<file path="config.mk">
export PLATFORM = sky130hd
export DESIGN_NAME = expr_eval_pipe
export DESIGN_NICKNAME = d
export VERILOG_FILES = /design/src/rtl/expr_eval_pkg.sv /design/src/rtl/expr_eval_alu.sv /design/src/rtl/expr_eval_pipe.sv
export SDC_FILE = /design/constraint.sdc
export NUM_CORES = 1
export LEC_CHECK = 0
export BUFFER_PORTS_ARGS = -buffer_cell sky130_fd_sc_hd__buf_4
export CAP_MARGIN = 20
export CORE_MARGIN = 2
export CORE_UTILIZATION = 44
export CTS_CLUSTER_DIAMETER = 100
export DETAILED_ROUTE_END_ITERATION = 8
export GPL_ROUTABILITY_DRIVEN = 0
export GPL_TIMING_DRIVEN = 0
export PLACE_DENSITY_LB_ADDON = 0.25
export RECOVER_POWER = 100
export SETUP_SLACK_MARGIN = 0.5
export SYNTH_ARGS = -nofsm -noshare
export SYNTH_HDL_FRONTEND = slang
export SYNTH_SLANG_ARGS = --single-unit
</file>
<file path="constraint.sdc">
create_clock -name clk -period 4.4 [get_ports clk]
set_input_delay 0.44 -clock clk [delete_from_list [all_inputs] [get_ports clk]]
set_output_delay 0.44 -clock clk [all_outputs]
set_load 0.05 [all_outputs]
</file>
<file path="src/rtl/expr_eval_pkg.sv">
// Shared opcode definitions and opcode-class helpers for the expression evaluator.
package expr_eval_pkg;

    localparam int OPC_W = 4;

    typedef enum logic [OPC_W-1:0] {
        OP_ADD     = 4'd0,
        OP_SUB     = 4'd1,
        OP_AND     = 4'd2,
        OP_OR      = 4'd3,
        OP_XOR     = 4'd4,
        OP_XNOR    = 4'd5,
        OP_SHL     = 4'd6,
        OP_SHR     = 4'd7,
        OP_ASHR    = 4'd8,
        OP_LT      = 4'd9,
        OP_LE      = 4'd10,
        OP_EQ      = 4'd11,
        OP_RED_AND = 4'd12,
        OP_RED_OR  = 4'd13,
        OP_RED_XOR = 4'd14,
        OP_MUX     = 4'd15
    } opcode_e;

    function automatic logic is_compare(input opcode_e op);
        return (op == OP_LT) || (op == OP_LE) || (op == OP_EQ);
    endfunction

    function automatic logic is_reduce(input opcode_e op);
        return (op == OP_RED_AND) || (op == OP_RED_OR) || (op == OP_RED_XOR);
    endfunction

endpackage

</file>
<file path="src/rtl/expr_eval_alu.sv">
// Combinational datapath: operand extension to OW bits followed by the opcode mux.
module expr_eval_alu
    import expr_eval_pkg::*;
#(
    parameter int W  = 4,
    parameter int OW = 6
) (
    input  logic [OPC_W-1:0] opcode,
    input  logic [W-1:0]     a,
    input  logic [W-1:0]     b,
    input  logic             a_signed,
    input  logic             b_signed,
    output logic [OW-1:0]    result
);

    logic          sgn;
    logic [OW-1:0] ax;
    logic [OW-1:0] bx;
    logic [OW-1:0] wide;
    logic          flag;
    opcode_e       op;

    // Mixed signedness evaluates as unsigned, so only both-signed sign-extends.
    assign sgn = a_signed && b_signed;
    assign op  = opcode_e'(opcode);

    assign ax[W-1:0] = a;
    assign bx[W-1:0] = b;

    generate
        for (genvar gi = W; gi < OW; gi++) begin : g_ext
            assign ax[gi] = sgn & a[W-1];
            assign bx[gi] = sgn & b[W-1];
        end
    endgenerate

    always_comb begin
        wide = '0;
        flag = 1'b0;
        case (op)
            OP_ADD:  wide = ax + bx;
            OP_SUB:  wide = ax - bx;
            OP_AND:  wide = ax & bx;
            OP_OR:   wide = ax | bx;
            OP_XOR:  wide = ax ^ bx;
            OP_XNOR: wide = ~(ax ^ bx);
            // Shift amounts use the raw W bits of b; oversize amounts shift out fully.
            OP_SHL:  wide = ax << b;
            OP_SHR:  wide = ax >> b;
            OP_ASHR: begin
                if (sgn) begin
                    wide = $signed(ax) >>> b;
                end else begin
                    wide = ax >> b;
                end
            end
            OP_LT:   flag = sgn ? ($signed(ax) <  $signed(bx)) : (ax <  bx);
            OP_LE:   flag = sgn ? ($signed(ax) <= $signed(bx)) : (ax <= bx);
            OP_EQ:   flag = (ax == bx);
            OP_RED_AND: flag = &a;
            OP_RED_OR:  flag = |a;
            OP_RED_XOR: flag = ^a;
            OP_MUX:  wide = (|a) ? bx : ~bx;
            default: wide = '0;
        endcase

        if (is_compare(op) || is_reduce(op)) begin
            result = {{(OW-1){1'b0}}, flag};
        end else begin
            result = wide;
        end
    end

endmodule

</file>
<file path="src/rtl/expr_eval_pipe.sv">
// Two-stage valid/ready expression evaluator with rolling signature and result counter.
module expr_eval_pipe
    import expr_eval_pkg::*;
#(
    parameter int W     = 4,
    parameter int OW    = 6,
    parameter int CNT_W = 16
) (
    input  logic             clk,
    input  logic             reset,
    input  logic             in_valid,
    output logic             in_ready,
    input  logic [OPC_W-1:0] opcode,
    input  logic [W-1:0]     a,
    input  logic [W-1:0]     b,
    input  logic             a_signed,
    input  logic             b_signed,
    output logic             out_valid,
    input  logic             out_ready,
    output logic [OW-1:0]    out_data,
    input  logic             sig_clr,
    output logic [OW-1:0]    sig,
    output logic [CNT_W-1:0] res_cnt
);

    logic             s1_valid_reg;
    logic [OPC_W-1:0] s1_op_reg;
    logic [W-1:0]     s1_a_reg;
    logic [W-1:0]     s1_b_reg;
    logic             s1_as_reg;
    logic             s1_bs_reg;

    logic             s2_valid_reg;
    logic [OW-1:0]    s2_data_reg;

    logic [OW-1:0]    sig_reg;
    logic [OW-1:0]    sig_next;
    logic [OW-1:0]    sig_rot;
    logic [CNT_W-1:0] cnt_reg;
    logic [CNT_W-1:0] cnt_next;

    logic [OW-1:0]    alu_result;
    logic             s2_free;
    logic             accept;
    logic             out_hs;

    expr_eval_alu #(
        .W  (W),
        .OW (OW)
    ) u_alu (
        .opcode   (s1_op_reg),
        .a        (s1_a_reg),
        .b        (s1_b_reg),
        .a_signed (s1_as_reg),
        .b_signed (s1_bs_reg),
        .result   (alu_result)
    );

    // S2 can take a new result when empty or being drained this cycle; S1
    // then follows the same rule against S2, which gives full rate with no bubbles.
    assign s2_free  = !s2_valid_reg || out_ready;
    assign in_ready = !s1_valid_reg || s2_free;
    assign accept   = in_valid && in_ready;
    assign out_hs   = s2_valid_reg && out_ready;

    always_ff @(posedge clk) begin
        if (reset) begin
            s1_valid_reg <= 1'b0;
            s1_op_reg    <= '0;
            s1_a_reg     <= '0;
            s1_b_reg     <= '0;
            s1_as_reg    <= 1'b0;
            s1_bs_reg    <= 1'b0;
            s2_valid_reg <= 1'b0;
            s2_data_reg  <= '0;
        end else begin
            if (in_ready) begin
                s1_valid_reg <= in_valid;
            end
            if (accept) begin
                s1_op_reg <= opcode;
                s1_a_reg  <= a;
                s1_b_reg  <= b;
                s1_as_reg <= a_signed;
                s1_bs_reg <= b_signed;
            end
            if (s2_free) begin
                s2_valid_reg <= s1_valid_reg;
                if (s1_valid_reg) begin
                    s2_data_reg <= alu_result;
                end
            end
        end
    end

    generate
        for (genvar gi = 0; gi < OW; gi++) begin : g_rot
            assign sig_rot[gi] = sig_reg[(gi + OW - 1) % OW];
        end
    endgenerate

    // A clear coinciding with a handshake restarts the signature from that result.
    always_comb begin
        sig_next = sig_reg;
        cnt_next = cnt_reg;
        if (sig_clr) begin
            sig_next = out_hs ? s2_data_reg : '0;
            cnt_next = out_hs ? CNT_W'(1) : '0;
        end else if (out_hs) begin
            sig_next = sig_rot ^ s2_data_reg;
            cnt_next = cnt_reg + CNT_W'(1);
        end
    end

    always_ff @(posedge clk) begin
        if (reset) begin
            sig_reg <= '0;
            cnt_reg <= '0;
        end else begin
            sig_reg <= sig_next;
            cnt_reg <= cnt_next;
        end
    end

    assign out_valid = s2_valid_reg;
    assign out_data  = s2_data_reg;
    assign sig       = sig_reg;
    assign res_cnt   = cnt_reg;

endmodule

</file>
==> run_results.csv <==
group,metric,value,unit
cts,cts.sinks,44,
global_routing,grt_util_met2,37.0,%
cts,cts_buffer_depth,2,
yosys,synth_top_family_by_area,"simple AND/OR/NAND/NOR gates",
yosys,synth.distinct_cells,68,
yosys,syn-instance-count,430,
yosys,synth_simple_gate_area_share,25.7,%
worst_setup_path,critical_path_required,4.59,ns
place,hpwlAfterDp,7.29,mm
worst_setup_path,crit_path_top_delay_cell,"or4b_2",
routing,firstDrtPassIters,6,
worst_setup_path,crit_chain,"clkbuf_1 > inv_1 > ha_1 > clkbuf_1 > or4b_2 > nor3_1 > o31ai_1 > o311a_1 > o41ai_1",
worst_setup_path,cp_slowest_stage_delay,0.66,ns
cells_and_area,final_cell_mix,"clkbuf_1, nand2_1, dfxtp_1, a21oi_1, nor2_1",
cells_and_area,syn_to_final_growth,13.2,%
cts,clock_latency,0.29,ns
timing,hold_violations,0,
yosys,synth_compound_area_share,23.6,%
floorplan,dieArea,0.00825,mm2
global_routing,grt_most_used_layer,"met2",
timing,period_minus_slack,2.98,ns
yosys,async_flop_share,0,%
worst_setup_path,arrival,3.17,ns
global_routing,grt_pass1_vias,3165,
floorplan,num_rows,31,
cts,clk_pin_slew,0.08,ns
routing,avgRoutedWirePerCell,16.0,um
cts,numCtsBuffers,5,
global_routing,grt_start_max_net_pins,14,
timing,slew_viol_final,0,
yosys,syn-cell-area,0.00332,mm2
place,post_dp_cell_area,0.00380,mm2
power_and_ir_drop,powerDensity,235,mW/mm2
run,cap_violations,0,
cts,cts_max_level,2,
worst_setup_path,critical_path.max_fanout,10,
global_routing,track_usage,22.2,%
cts,ctsHoldBuffers,0,
timing,finalClockSkew,0.00626,ns
yosys,synth-seq-area-share,26.5,%
timing,tightest_slew,0.792,ns
yosys,ys_top_cells_by_area,"dfxtp_1, ha_1, nand2_1, a21oi_1, xnor2_1",
yosys,synthAdderAreaFrac,9.12,%
place,dp_cells,577,
yosys,synth.area.mux_share,2.22,%
routing,vias_per_cell,5.80,
worst_setup_path,cp-start-kind,"register",
global_routing,met3_usage,3.42,%
yosys,syn_nets,472,
cts,cts-root-buf,"clkbuf_8",
cells_and_area,stdcell_count,584,
yosys,yosysTopAreaCell,"dfxtp_1",
min_path,hold_path.class,"in -> reg",
yosys,yosysWarnings,0,
timing,max_freq,335,MHz
timing,setup_viol,0,
timing,post-route-period-util,67.8,%
global_routing,gr-total-overflow,0,
timing,setup_tns,0,ns
global_routing,antenna_found_initial,0,
power_and_ir_drop,p_total,882,uW
worst_setup_path,crit_type,"reg -> reg",
run_status,status,"complete, no violations",
yosys,synth_ff_type,"dfxtp_1",
cells_and_area,num_antenna_cells,0,
routing,vias,3389,
cells_and_area,drive_gt1_share,8.66,%
worst_setup_path,crit_path_end_kind,"register",
power_and_ir_drop,leakage,0.00133,uW
floorplan,die_height,90.9,um
routing,ant_nets,0,
floorplan,core,0.00729,mm2
cts,cts_repair_resize_count,0,
power_and_ir_drop,ir_drop,0.130,mV
floorplan,ios,49,
floorplan,start_util,45.5,%
cts,cts_tree,"yes",
place,pre_cts_slack,1.58,ns
cts,postCtsSetupRepairBufs,0,
cells_and_area,fillCellCount,786,
timing,fin_ws,1.42,ns
timing,rsz0062_at_grt,"false",
routing,routed_wl,9.34,mm
yosys,synth-edff-count,0,
yosys,synth_largest_type_area_fraction,26.5,%
routing,drtIter0Drc,263,
worst_setup_path,critical_path.top_delay_family,"buffers and inverters",
cells_and_area,largest_register_ffs,16,
cells_and_area,fin_nets,527,
place,portBuffers,48,
global_routing,grt_pass1_wl,15.2,mm
yosys,ys_ff_latch,44,
cells_and_area,fin_area,0.00376,mm2
yosys,syn-mean-instance-area,7.72,um2
routing,drc,0,
floorplan,die_width,90.9,um
yosys,synthXorXnorAreaFrac,6.86,%
worst_setup_path,worst-path-buf-inv,3,
global_routing,use_met1,29.3,%
timing,slew_headroom,46.5,%
worst_setup_path,crit_top_cell,"clkbuf_1",
==> cells in the mapped netlist, types with 8 or more instances <==
| cell | number |
|---|---|
| a21oi_1 | 34 |
| buf_2 | 8 |
| clkbuf_1 | 16 |
| dfxtp_1 | 44 |
| ha_1 | 21 |
| inv_1 | 19 |
| nand2_1 | 50 |
| nand2b_1 | 9 |
| nand3_1 | 8 |
| nor2_1 | 33 |
| nor2b_1 | 9 |
| nor3_1 | 8 |
| o21ai_0 | 21 |
| xnor2_1 | 18 |
| xor2_1 | 8 |
==> stage by stage <==
step | hold slack (ns) | utilization (%)
global placement | 0.504 | 52.2
finish | 0.383 | 51.5
CTS | 0.377 | 53.3
global route | 0.392 | 51.5
floorplan | 0.483 | -
detailed placement | 0.526 | 52.2
==> routing by layer <==
metal | part of all wire [%] | vias up
li1 | - | 1644
met1 | 46 | 1575
met2 | 46 | 154
met3 | 6.3 | 16
met4 | 1.9 | 0
met5 | 0 | -
==> worst min-delay path: cells and delay by family <==
kind / cells / cell delay (ns)
and+or+nand+nor: 1 / 0.06
buffers and inverters: 1 / 0.10
AOI/OAI and AO/OA: 1 / 0.04
==> power breakdown <==
part | internal, uW | leakage [uW] | switching, uW
clock network | 108 | 0.0000400 | 133
logic | 81.8 | 0.000928 | 135
registers | 409 | 0.000358 | 16.0
total | 599 | 0.00133 | 284
==> path summary, 6_finish.rpt <==
kind | from | endpoint | slack, ns | cells past startpoint
worst max-delay path | s1_b_reg[2] | out_data[0] | 1.42 | 9
worst min register to register | res_cnt[1] | res_cnt[1] | 0.54 | 2
worst min-delay path | in_valid | s1_valid_reg | 0.38 | 3
worst max register to register | s1_b_reg[2] | out_data[0] | 1.42 | 9
==> kinds of logic (layout without fill, tap and decap cells) <==
kind of cell             after synthesis  in the layout
AO/OA/AOI/OAI                        117            117
flip-flops                            44             44
adder cells (fa/ha/maj)               23             23
AND/OR/NAND/NOR                      166            166
XOR/XNOR                              26             26
buffers and inverters                 48            103
multiplexers                           6              6
==> layout make-up <==
type                       count  area, um2  share of cell area, %
clock inverter                 2       12.5                  0.333
clock buffer                   5       68.8                   1.83
timing repair buffer          48        244                   6.49
inverter                      19       71.3                   1.90
buffer                        29        124                   3.30
multi-input combinational    338       2230                   59.4
tap                           99        124                   3.30
sequential                    44        881                   23.4
(Power assumes the default switching activity.)
